===== src/rtl/asteroids_pkg.sv =====
// Shared definitions for the asteroids entity pipeline.
// Contents:
//   ENTITY_SIZE          width of one packed entity word
//   *_BIT / *_HI / *_LO  field positions inside an entity word
//   SHOT_TYPE            type code carried by shot entities
//   SCREEN_W / SCREEN_H  playfield size in pixels
//   pack_shot()          builds an active shot word from its fields
package asteroids_pkg;

    localparam int ENTITY_SIZE = 34;

    localparam int ACTIVE_BIT = 33;
    localparam int TYPE_HI    = 32;
    localparam int TYPE_LO    = 30;
    localparam int Y_HI       = 25;
    localparam int Y_LO       = 16;
    localparam int X_HI       = 15;
    localparam int X_LO       = 6;
    localparam int DIR_HI     = 5;
    localparam int DIR_LO     = 0;

    localparam logic [2:0] SHOT_TYPE = 3'b010;

    localparam int SCREEN_W = 320;
    localparam int SCREEN_H = 240;

    function automatic logic [ENTITY_SIZE-1:0] pack_shot(
        input logic [9:0] y,
        input logic [9:0] x,
        input logic [5:0] dir
    );
        logic [ENTITY_SIZE-1:0] w;
        w                  = '0;
        w[ACTIVE_BIT]      = 1'b1;
        w[TYPE_HI:TYPE_LO] = SHOT_TYPE;
        w[Y_HI:Y_LO]       = y;
        w[X_HI:X_LO]       = x;
        w[DIR_HI:DIR_LO]   = dir;
        return w;
    endfunction

endpackage


===== src/rtl/shot_velocity_lut.sv =====
// Per-heading shot velocity lookup (combinational).
// Ports:
//   sector  in   heading sector, dir[5:3]
//   dx, dy  out  signed per-tick displacement in pixels
module shot_velocity_lut (
    input  logic              [2:0] sector,
    output logic signed       [2:0] dx,
    output logic signed       [2:0] dy
);

    // Sector 0 points up the screen (negative y), rotating clockwise.
    always_comb begin
        dx = 3'sd0;
        dy = 3'sd0;
        case (sector)
            3'd0: begin dx =  3'sd0; dy = -3'sd2; end
            3'd1: begin dx =  3'sd2; dy = -3'sd2; end
            3'd2: begin dx =  3'sd2; dy =  3'sd0; end
            3'd3: begin dx =  3'sd2; dy =  3'sd2; end
            3'd4: begin dx =  3'sd0; dy =  3'sd2; end
            3'd5: begin dx = -3'sd2; dy =  3'sd2; end
            3'd6: begin dx = -3'sd2; dy =  3'sd0; end
            default: begin dx = -3'sd2; dy = -3'sd2; end
        endcase
    end

endmodule


===== src/rtl/shot_controller.sv =====
// Shot spawner and mover: owns MAX_SHOTS shot slots, spawns one shot per
// fire press into the lowest free slot, moves live shots each tick with
// screen wrap, and retires them on kill or lifetime expiry.
// Ports:
//   move_clk      in   movement tick clock
//   reset_n       in   asynchronous reset, active-high
//   fire          in   fire key level (high = pressed)
//   ship_x/ship_y in   ship position, spawn origin
//   ship_dir      in   ship heading, copied into the shot
//   kill          in   per-slot destroy request from collision
//   shots         out  packed shot words, all-zero when the slot is idle
//   fire_ack      out  one-tick pulse after a successful spawn
//   active_count  out  number of live slots
module shot_controller
    import asteroids_pkg::*;
#(
    parameter int ENTITY_SIZE = asteroids_pkg::ENTITY_SIZE,
    parameter int MAX_SHOTS   = 3,
    parameter int LIFETIME    = 60,
    parameter int COOLDOWN    = 8,
    parameter int SCREEN_W    = asteroids_pkg::SCREEN_W,
    parameter int SCREEN_H    = asteroids_pkg::SCREEN_H
) (
    input  logic                                   move_clk,
    input  logic                                   reset_n,
    input  logic                                   fire,
    input  logic [9:0]                             ship_x,
    input  logic [9:0]                             ship_y,
    input  logic [5:0]                             ship_dir,
    input  logic [MAX_SHOTS-1:0]                   kill,
    output logic [MAX_SHOTS-1:0][ENTITY_SIZE-1:0]  shots,
    output logic                                   fire_ack,
    output logic [$clog2(MAX_SHOTS+1)-1:0]         active_count
);

    localparam int CD_W   = $clog2(COOLDOWN + 1);
    localparam int LIFE_W = $clog2(LIFETIME + 1);
    localparam int CNT_W  = $clog2(MAX_SHOTS + 1);

    // One coordinate step with toroidal wrap; the step is at most 2 pixels,
    // so a single add or subtract of the screen size always lands in range.
    function automatic logic [9:0] wrap_coord(
        input logic        [9:0] pos,
        input logic signed [2:0] d,
        input int                limit
    );
        logic signed [10:0] sum;
        sum = $signed({1'b0, pos}) + 11'(d);
        if (sum < 0)
            sum = sum + 11'(limit);
        else if (sum >= 11'(limit))
            sum = sum - 11'(limit);
        return sum[9:0];
    endfunction

    logic                  fire_q;
    logic [CD_W-1:0]       cooldown;
    logic [LIFE_W-1:0]     life [MAX_SHOTS];

    logic [MAX_SHOTS-1:0]  active;
    logic [MAX_SHOTS-1:0]  free;
    logic [MAX_SHOTS-1:0]  spawn_slot;
    logic                  spawn_req;
    logic                  spawn_ok;
    logic [9:0]            move_x [MAX_SHOTS];
    logic [9:0]            move_y [MAX_SHOTS];

    for (genvar g = 0; g < MAX_SHOTS; g++) begin : g_slot
        logic signed [2:0] dx;
        logic signed [2:0] dy;

        shot_velocity_lut u_lut (
            .sector (shots[g][DIR_HI:DIR_HI-2]),
            .dx     (dx),
            .dy     (dy)
        );

        assign active[g] = shots[g][ACTIVE_BIT];
        // A slot being killed this tick is not free even if already idle.
        assign free[g]   = ~active[g] & ~kill[g];
        assign move_x[g] = wrap_coord(shots[g][X_HI:X_LO], dx, SCREEN_W);
        assign move_y[g] = wrap_coord(shots[g][Y_HI:Y_LO], dy, SCREEN_H);
    end

    // Lowest-index free slot as a one-hot vector.
    always_comb begin
        logic taken;
        taken      = 1'b0;
        spawn_slot = '0;
        for (int i = 0; i < MAX_SHOTS; i++) begin
            if (free[i] && !taken) begin
                spawn_slot[i] = 1'b1;
                taken         = 1'b1;
            end
        end
    end

    assign spawn_req = fire & ~fire_q;
    assign spawn_ok  = spawn_req && (cooldown == '0) && (spawn_slot != '0);

    always_comb begin
        active_count = '0;
        for (int i = 0; i < MAX_SHOTS; i++)
            active_count = active_count + CNT_W'(active[i]);
    end

    always_ff @(posedge move_clk or posedge reset_n) begin
        if (reset_n) begin
            fire_q   <= 1'b0;
            fire_ack <= 1'b0;
            cooldown <= '0;
            shots    <= '0;
            for (int i = 0; i < MAX_SHOTS; i++)
                life[i] <= '0;
        end else begin
            fire_q   <= fire;
            fire_ack <= spawn_ok;

            if (spawn_ok)
                cooldown <= CD_W'(COOLDOWN);
            else if (cooldown != '0)
                cooldown <= cooldown - CD_W'(1);

            for (int i = 0; i < MAX_SHOTS; i++) begin
                if (spawn_ok && spawn_slot[i]) begin
                    // Freshly spawned shots sit at the ship for one tick.
                    shots[i] <= ENTITY_SIZE'(pack_shot(ship_y, ship_x, ship_dir));
                    life[i]  <= LIFE_W'(LIFETIME);
                end else if (active[i]) begin
                    if (kill[i] || life[i] == LIFE_W'(1)) begin
                        shots[i] <= '0;
                        life[i]  <= '0;
                    end else begin
                        shots[i] <= ENTITY_SIZE'(pack_shot(move_y[i], move_x[i],
                                                           shots[i][DIR_HI:DIR_LO]));
                        life[i]  <= life[i] - LIFE_W'(1);
                    end
                end
            end
        end
    end

endmodule


===== config.mk =====
export PLATFORM = sky130hd
export DESIGN_NAME = shot_controller
export DESIGN_NICKNAME = d
export VERILOG_FILES = /design/src/rtl/asteroids_pkg.sv /design/src/rtl/shot_velocity_lut.sv /design/src/rtl/shot_controller.sv
export SDC_FILE = /design/constraint.sdc
export NUM_CORES = 1
export LEC_CHECK = 0
export ABC_AREA = 1
export CAP_MARGIN = 0
export CELL_PAD_IN_SITES_DETAIL_PLACEMENT = 0
export CELL_PAD_IN_SITES_GLOBAL_PLACEMENT = 1
export CORE_MARGIN = 1
export CORE_UTILIZATION = 45
export CTS_CLUSTER_DIAMETER = 40
export DETAILED_ROUTE_END_ITERATION = 8
export DONT_BUFFER_PORTS = 1
export PLACE_DENSITY = 0.86
export SYNTH_ARGS = -nofsm -noshare
export SYNTH_HDL_FRONTEND = slang
export SYNTH_SLANG_ARGS = --single-unit

===== constraint.sdc =====
create_clock -name move_clk -period 4.5 [get_ports move_clk]
set_input_delay 0.9 -clock move_clk [delete_from_list [all_inputs] [get_ports move_clk]]
set_output_delay 0.9 -clock move_clk [all_outputs]
set_load 0.05 [all_outputs]

; Word level (Yosys, flattened, before mapping)
; Index checks and enable logic that the tools add are counted.
[op_classes]
add_sub_neg = 24
n_mul = 0
div = 0
order_cmp = 12
n_eq_ne = 21
shift = 0
muxes = 42
bitwise_logic = 11
reduce_logical = 40
[op_table]
columns = op, n
row1 = 2-to-1 mux 34 bit, 9
row2 = 2-to-1 mux 10 bit, 12
row3 = adder 11 x 3 -> 11 bit, 6
row4 = "less-than comparator 11 x 1 -> 1 bit, second input constant", 6
row5 = 2-to-1 mux 6 bit, 9
row6 = one-hot mux 3 bit (2 select lines), 6
row7 = "greater-or-equal comparator 11 x 10 -> 1 bit, second input constant", 3
row8 = "greater-or-equal comparator 11 x 9 -> 1 bit, second input constant", 3
row9 = "adder 10 bit, second input constant", 3
row10 = "adder 10 x 9 -> 10 bit, second input constant", 3
row11 = "subtractor 10 bit, second input constant", 3
row12 = "subtractor 10 x 9 -> 10 bit, second input constant", 3
row13 = "== test 3 bit, second input constant", 9
row14 = "== test 3 x 2 -> 1 bit, second input constant", 6
row15 = "== test 6 x 1 -> 1 bit, second input constant", 3
row16 = OR reduction 3 bit, 6
row17 = "subtractor 6 x 1 -> 6 bit, second input constant", 3
row18 = nonzero test 2 bit, 7
row19 = OR reduction 2 bit, 6
row20 = "== test 3 x 1 -> 1 bit, second input constant", 3
row21 = logical NOT 3 bit, 3
row22 = 2-to-1 mux 4 bit, 2
row23 = logical AND 1 bit, 7
row24 = NOT 1 bit, 7
row25 = 11 further kinds, 22
[word_totals]
regBits = 126
latch_bits = 0
ramBits = 0
rom_bits = 0
in_bits = 32
out_inout_bits = 105
word_cells = 165
mem_count = 0

; Longest topological paths before layout
; Gate-level depths: netlist (run 1).
[logic_depth]
depth_word = 14
mapped_depth = 26
ltp_nobuf = 25

; By module
; Synthesis (run 1) repeated with hierarchy kept, for this count alone.
[hier_totals]
cells_unflattened = 1496
area_unflattened_um2 = 9894.5
[modules_own_cells]
columns = mod, instances, cells_per_inst, area_per_inst_um2, seq_area_each_um2
row1 = shot_controller, 1, 1457, 9718.1, 2702.6
row2 = shot_velocity_lut, 3, 13, 58.8, 0.0

; Worst setup path before layout (run 1)
; No wires, ideal clock.
[synth_timing]
path_type = reg2reg
from = register shots[39] (netlist name)
to = register shots[48] (netlist name)
arrival_time_ns = 2.915
required_ns = 4.383
path_slack_ns = 1.467
stages_incl_launch_ff = 24
synth_period_minus_slack_ns = 3.033
cell_sequence = dfrtp_1 -> inv_1 -> nor2_4 -> ha_1 -> inv_1 -> o21ai_1 -> o21bai_1 -> clkinv_1 -> nand2_1 -> nand2_1 -> nand2_2 -> inv_1 -> ha_1 -> nand3_1 -> nor2_1 -> nand2_1 -> nor2_1 -> nand2_1 -> nand3_1 -> nand3_1 -> nand2_1 -> nand2_1 -> nand3_1 -> nand2_1
[synth_between]
elab_chain_cells = 10
word_cells_on_any_way = 18
classes_between = 3 x add/sub / 2 x order compare / 4 x eq/ne / 6 x mux / 3 x reduce/logical
[synth_rtl]
columns = item, line_no
row1 = "start, declared", shot_controller.sv:31  ; output logic [MAX_SHOTS-1:0][ENTITY_SIZE-1:0] shots,
row2 = "start signal, assigned by index", shot_controller.sv:127  ; shots[i] <= ENTITY_SIZE'(pack_shot(ship_y, ship_x, ship_dir));
row3 = "start signal, assigned by index", shot_controller.sv:134  ; shots[i] <= ENTITY_SIZE'(pack_shot(move_y[i], move_x[i],
row4 = "== test 3 x 1 -> 1 bit, or another cell as far along", shot_velocity_lut.sv:15  ; case (sector)
row5 = OR reduction 3 bit (no line) or OR reduction 2 bit (tied branches), n/a
row6 = one-hot mux 3 bit (2 select lines) (*), shot_velocity_lut.sv:15
row7 = adder 11 x 3 -> 11 bit (*), shot_controller.sv:48  ; sum = $signed({1'b0, pos}) + 11'(d);
row8 = subtractor 10 bit or greater-or-equal comparator 11 x 10 -> 1 bit (tied branches), "shot_controller.sv:52, shot_controller.sv:51"
row9 = 2-to-1 mux 10 bit, shot_controller.sv:51  ; else if (sum >= 11'(limit))
row10 = 2-to-1 mux 10 bit (*), shot_controller.sv:49  ; if (sum < 0)
row11 = 2-to-1 mux 34 bit (*), shot_controller.sv:130  ; if (kill[i] || life[i] == LIFE_W'(1)) begin
row12 = 2-to-1 mux 34 bit (*), shot_controller.sv:129  ; end else if (active[i]) begin
row13 = 2-to-1 mux 34 bit (*), shot_controller.sv:125  ; if (spawn_ok && spawn_slot[i]) begin
; Mark *: on every way between the ends. The rest lies on a longest branch, timed or not. The select of a mux whose other input is x is not followed.
; A chain may end at the register's enable or synchronous reset.

; Final worst setup path (run 1)
[layout_timing]
from = register shots[73] (netlist name)
to = register shots[82] (netlist name)
; The elaborated chain is that of the path after synthesis.

==> run summary, run 1 <==
For the total CTS buffers, the log shows 9. The tools report the distinct cell type count after synthesis as 47. The slew of the pin with the lowest slew margin is 850 ps, and the worst max-slew margin expressed relative to the limit is 0.433. For the worst flop-to-flop path, the logic depth is 24.

For the row count, the log shows 52. The area occupied by registers is 2700 µm², and the number of synthesis warnings is 0. Cell taking the most area after synthesis: dfrtp_1.

The clock reaches the later pin of the worst-skew pair after 360 ps. The tools report the remaining antenna violation count as 0. The tools report the iteration-0 DRC count of the detailed router as 674. Post-CTS timing repair inserted 0 buffers for setup.

The tools report the via count of the routed design as 8958. For the final database, setup skew stands at 8.28 ps. The run gives 276 MHz as the peak clock frequency supported by timing. The tools report the startpoint type of the worst setup path as a register. Each instance of the synthesized netlist takes up on average 6.66 µm². Once layout is complete, the cells apart from fillers number 1661.

For the global-route wire length before repair, the log shows 44200 µm. The number of global-route vias before repair is 8186. During placement, the flow inserted port buffers numbering 0.

Synthesis handed over a netlist of 1388 instances. The logs give 6 for the number of optimization iterations in the first detailed-route pass and 3880 ps for the critical path arrival. After clock tree synthesis, the clock-pin slew on the worst setup and hold paths is 70 ps. The worst setup path is of the reg -> reg kind. The die outline height was 145 µm. Summed over all layers, the global routing overflow is 0. The clock period could shrink to 3620 ps. Setup repair after global routing left no endpoint under its margin.

Hold repair after CTS inserted 0 buffers. Among all flip-flop cells after synthesis, the most frequent one is dfrtp_1. In the layout the commonest cells are nand2_1, inv_1, nand3_1, dfrtp_1, nor2_1.

Type of the most critical hold path: reg -> reg. Number of enable-type register cells in the synthesized netlist: 0. The final cycle utilization of the critical path works out to 0.804. STA classifies the critical path endpoint as a register.

The width of the die came out at 145 µm. The share of synthesized flip-flops with an asynchronous set or reset was 1.00. Entering global routing, the biggest net connects 58 pins. The flow ran to the end, and the final reports show no timing, DRC or antenna violations.

The tools report the sequential fraction of the synthesis area as 0.292. Synthesis inferred 108 register bits. The run gives 137 as the top-level port count. Max-slew violation total from the final report: 0. The tools report the post-detailed-routing wire length as 27600 µm.

From synthesis to final layout, the design area changed by 5.84%. Setup violations remaining at the end of the flow were counted as 0. The HPWL after detailed placement is 21800 µm.

The total of cells resized after clock tree synthesis was 0. The layout has 2109 filler cells. Summed over all failing endpoints, the final setup total negative slack is 0 ps.

The TritonCTS sink count came out at 108. Top-area cell type share of the netlist area: 0.292. After detailed routing, the number of vias per cell comes to 5.39. Across all hold checks on the routed design, the worst slack comes to 525 ps. In this run the deepest clock path goes through 2 buffers. The number of antenna violations at the first check in global routing came out at 0. The floorplan step defined a die boundary enclosing 21100 µm². Yosys attributes the largest share of cell area to dfrtp_1, nand2_1, inv_1. The logs give 0.265 for the aggregate global-route resource usage and 0.458 for the starting utilization of the core area.

Max-capacitance violation count: 0. The final layout net count is 1466. The data required time of the worst path came out at 4760 ps. The area taken by multi-input logic gates is 5390 µm². After detailed routing, the average wire length per cell comes to 16.6 µm.

The tree is rooted in a clkbuf_16. The count of endpoints failing hold in the final timing report was 0. The number of cells on the worst hold path came out at 2. Along the worst path, the maximum fanout reaches 11.

The share of cells above drive strength 1 is 0.0812. TritonCTS built the clock tree. The run gives 3 as the total number of H-tree levels. The library cell used most frequently in the layout, excluding fill and tap cells, is nand2_1. The number of placed instances, taps included, is 1645. The final weighted congestion of routability-driven global placement is 0.902.

The region available for standard cell placement spans 20200 µm². The run gives 0.485 as the final standard cell utilization of the core. The logs give 9250 µm² for the post-synthesis cell area and 0 for the detailed-route DRC error count. The number of antenna diodes in the final layout is 0.
-- final timing paths --
check	startpoint	to	slack (ps)
worst max register to register	shots[73]	shots[82]	880
worst min-delay path	cooldown[1]	cooldown[1]	530
min in group asynchronous	reset_n	cooldown[2]	540
worst min register to register	cooldown[1]	cooldown[1]	530
max in group asynchronous	reset_n	shots[45]	3100
worst max-delay path	shots[73]	shots[82]	880
-- per-stage QoR --
stage	setup slack (ps)	instance area [µm²]
floorplan	754	9310
global route	554	9790
CTS	899	9790
detailed placement	916	9480
global placement	935	9480
finish	881	9790
-- cells by family after synthesis --
logic type | Yosys count | synth area share
flip-flops | 108 | 0.292
adder cells (fa/ha/maj) | 48 | 0.0658
XOR/XNOR | 31 | 0.0326
AO/OA/AOI/OAI | 185 | 0.128
buffers and inverters | 297 | 0.132
other | 1 | 0.000406
AND/OR/NAND/NOR | 718 | 0.350
-- layer usage --
| metal | track usage | vias to the layer above | wire (µm) |
|---|---|---|---|
| met4 | 0.0911 | 0 | 765 |
| met2 | 0.417 | 265 | 12400 |
| li1 | - | 4459 | - |
| met3 | 0.0426 | 35 | 1660 |
| met1 | 0.368 | 4199 | 12800 |
| met5 | 0 | - | 0 |
-- registers in the layout, summed over array words and instances, names as in the netlist --
name and cells:
life 18, cooldown 4, shots 84, fire_q 1
fire_ack 1
-- worst max-delay path: stages, from the launching register on --
cell and delay (ps):
dfrtp_1 740, inv_2 140, nor2_2 450, ha_1 340
inv_1 120, o21ai_1 120, inv_1 60, o21ai_1 90
inv_1 90, nand2_1 50, nand2_1 60, nand2_2 90
inv_1 120, ha_1 150, nand3_1 90, nor2_1 110
nand3_1 100, nand3_1 80, nand2_1 60, nand2_2 110
nand2_1 70, nand2_1 50, nand3_1 60, nand2_1 80
nand2_1 50
-- synth_stat cells, types with 18 or more instances --
| master | n |
|---|---|
| nand3_1 | 164 |
| buf_4 | 18 |
| nor2_1 | 82 |
| o22ai_1 | 35 |
| ha_1 | 47 |
| xor2_1 | 19 |
| nand2_1 | 370 |
| inv_1 | 236 |
| nand2_2 | 41 |
| dfrtp_1 | 108 |
| o221ai_1 | 26 |
| a21oi_1 | 22 |
| o21ai_0 | 54 |
-- final cells by class --
class | instances | share of cell area
clock buffers | 12 | 0.0242
clock inverters | 4 | 0.00754
inverters | 256 | 0.0984
multi-input cells | 1000 | 0.551
flip-flops and latches | 108 | 0.276
well taps | 270 | 0.0345
repair buffers | 11 | 0.00844
Power of run 1 is not shown: default switching activity piles up to over one toggle a cycle in this logic, so the estimate is an artifact.
==> inputs of run 2 (changes only) <==
--- a/config.mk
+++ b/config.mk
@@ -10,11 +10,11 @@
 export CELL_PAD_IN_SITES_DETAIL_PLACEMENT = 0
 export CELL_PAD_IN_SITES_GLOBAL_PLACEMENT = 1
 export CORE_MARGIN = 1
-export CORE_UTILIZATION = 45
+export CORE_UTILIZATION = 42
 export CTS_CLUSTER_DIAMETER = 40
 export DETAILED_ROUTE_END_ITERATION = 8
 export DONT_BUFFER_PORTS = 1
-export PLACE_DENSITY = 0.86
+export PLACE_DENSITY = 0.84
 export SYNTH_ARGS = -nofsm -noshare
 export SYNTH_HDL_FRONTEND = slang
 export SYNTH_SLANG_ARGS = --single-unit
==> constraint.sdc (replaced) <==
create_clock -name move_clk -period 3.1 [get_ports move_clk]
set_input_delay 0.62 -clock move_clk [delete_from_list [all_inputs] [get_ports move_clk]]
set_output_delay 0.62 -clock move_clk [all_outputs]
set_load 0.05 [all_outputs]
==> run 2 against run 1 <==
Core utilization up 1.2 points. Flip-flop and latch count unchanged. Final cell count up 4.3%. Maximum frequency up 26%. Clock skew down 1.3 ps. Sequential share of layout area down 2.0 points. Critical path depth down 1. Register-to-register slack worse by 640 ps. Die area up 7.0%. Hold slack worse by 260 ps. Via count up 3.4%. Worst setup slack worse by 640 ps. Highest routed layer unchanged.
==> run summary, run 2 (synthesis results as in run 1) <==
The register-to-register setup slack was 240 ps (-640 ps). Vias per cell: 5.34 (-0.91%). The max-capacitance violation count is 0 (unchanged).

The post-detailed-placement cell area was 9880 µm² (+4.3%). Among all stages on the critical path, the largest delay is contributed by dfrtp_2. The width of the die is 150 µm (+3.5%), and the clock latency on the worst-skew pair is 370 ps (about the same). For the core box area, the log shows 21300 µm² (+5.5%).

TritonCTS built the clock tree. The pin count of the biggest net entering global routing was 109 (+88%); the peak fanout along the critical path was 6 (-5). The count of antenna diodes in the layout was 0 (unchanged). For the worst max-slew margin expressed relative to the limit, the log shows 0.450 (+0.0165).

The die outline height is 150 µm (+3.5%), and the leftover overflow at the end of global routing is 0 (unchanged). The slew of the pin with the lowest slew margin is 825 ps (-24.8 ps), and the area of the die is 22600 µm² (+7.0%). The tightest min-delay check is of the in -> async type.

Among cell families on the critical path, the largest total delay comes from simple AND/OR/NAND/NOR gates. The share of cells above drive strength 1 was 0.156 (+0.0745). The post-detailed-routing wire length was 28800 µm (+4.4%).

The critical path is of the reg -> reg type. The iteration-0 DRC count of the detailed router came out at 656 (-2.7%). The setup violation total in the final timing report was 0 (unchanged); the clock-pin transition on the worst setup and hold timing paths was 80 ps (about the same). The final critical delay including setup and external delays is 2860 ps (-755 ps). In the final layout, the registers with the most flip-flops are shots x84, life x18, cooldown x4.

For the final clock skew, the log shows 7.00 ps (-1.28 ps). For the final instance area, the log shows 10600 µm² (+8.2%). The largest register by flop count is shots. The critical path goes through nor2_4 > nor2_4 > ha_4 > inv_1 > o21ai_2 > inv_1 > o21ai_1 > inv_1 > nand3_1 > nand2_2 > inv_2 > ha_1 > nand3_1 > nor2_1 > nand3_1 > nand3_1 > nand2_1 > nand2_4 > nand2_1 > nand2_1 > nand3_1 > nand2_1 > nand2_1.

The routed length per instance is 16.6 µm (about the same). The detailed placer's ending HPWL came out at 22000 µm (+1.0%). The number of optimization iterations in the first detailed-route pass was 5 (-1); the TritonCTS sink count was 108 (unchanged). The count of buffering cells on the critical path with inverters included works out to 4 (-1).

For the data required time of the worst path, the log shows 3360 ps (-1400 ps). The detailed-route DRC error count came out at 0 (unchanged). Number of antenna violations at the first check in global routing: 0 (unchanged).

The tools report the final weighted congestion of routability-driven global placement as 0.937 (+3.8%). STA classifies the critical path endpoint as a register. The aggregate global-route resource usage came out at 0.255 (-0.00911). The top-level port count was 137 (unchanged). The row count is 53 (+1.9%), and the total CTS buffers is 9 (unchanged).

Starting utilization of the core area: 0.434 (-0.0241). The final cycle utilization of the critical path is 0.924 (+0.120), and the layout overhead on the synthesized area is 14.5%. The delay of the slowest critical-path stage was 480 ps (-260 ps); the total of hold buffers inserted after clock tree synthesis was 0 (unchanged).

Maximum count of clock buffers along a single path: 2 (unchanged). The logs give 0 (unchanged) for the count of endpoints failing hold in the final timing report and 8209 (+0.28%) for the number of global-route vias before repair. The cell at the root of the clock tree was clkbuf_16. The global-route wire length before repair came out at 44300 µm (+0.14%). The via count of the routed design came out at 9261 (+3.4%).

Setup repair after global routing could not meet its margin everywhere. Leaving out fill and tap cells, the most frequent cell in the layout is nand2_1. The total number of H-tree levels came out at 3 (unchanged). The worst setup path is launched from a register. The max-slew violation total from the final report came out at 0 (unchanged).

The logs give 1533 (+4.6%) for the final layout net count and 0 (unchanged) for the remaining antenna violation count. The count of buffers inserted at the top-level ports is 0 (unchanged), and the critical path arrival is 3130 ps (-750 ps). The peak clock frequency supported by timing came out at 349 MHz (+26%). The flow ran to the end, and the final reports show no timing, DRC or antenna violations. The flip-flop count of the largest register, all copies and words added is 84 (unchanged).

In the layout the commonest cells are nand2_1, inv_1, nand3_1, dfrtp_1, nor2_1.
[run 2: cell count changes in the layout (fill, tap and decap cells not counted), sizes merged]
cell,before,now
clkbuf,12,9
clkinv,8,6
buf,11,78
clkinvlp,0,3
bufinv,2,4
[run 2: worst paths after layout]
check | end | cells past startpoint | startpoint
min in group move_clk | fire_q | 0 | fire
min | shots[49] | 2 | reset_n
max | shots[82] | 23 | shots[72]
max in group asynchronous | shots[4] | 2 | reset_n
max reg2reg | shots[82] | 23 | shots[72]
min reg2reg | cooldown[1] | 2 | cooldown[1]
[run 2: metrics by stage]
stage	util	TNS (ps)	cells	hold slack, ps	setup WS (ps)
floorplan	-	0	1405	471	67.5
global placement	0.464	0	1701	497	139
detailed placement	0.464	0	1701	502	122
CTS	0.482	0	1717	269	78.4
global route	0.497	-160	1733	274	-53.8
finish	0.497	0	1733	270	236
[run 2: metal layers]
layer  GRT usage  vias to the layer above  routed length, µm
met5           0                        -                  0
met4      0.0803                        0                806
met3      0.0524                       37               2600
met2       0.389                      336              12700
met1       0.360                     4297              12700
li1            -                     4591                  -
[run 2: cell type report]
cell class	count	area (µm²)
fill	2146	10700
timing repair buffer	78	621
tap	275	344
clock inverter	7	146
inverter	256	965
sequential	108	2710
clock buffer	9	225
multi-input combinational	1000	5580
[run 2: worst reg2reg max path: stages (launching register included)]
cell and delay [ps]:
dfrtp_2 480, nor2_4 150, nor2_4 70, ha_4 270
inv_1 80, o21ai_2 140, inv_1 60, o21ai_1 100
inv_1 80, nand3_1 100, nand2_2 90, inv_2 90
ha_1 160, nand3_1 80, nor2_1 110, nand3_1 130
nand3_1 110, nand2_1 90, nand2_4 110, nand2_1 60
nand2_1 50, nand3_1 60, nand2_1 60, nand2_1 40
[run 2: timing repair]
item	4_1_cts	5_1_grt
setup buffers	0	16
gates resized for setup	0	62
setup endpoints to repair	0	34
Power of run 2 is left out for the same reason.
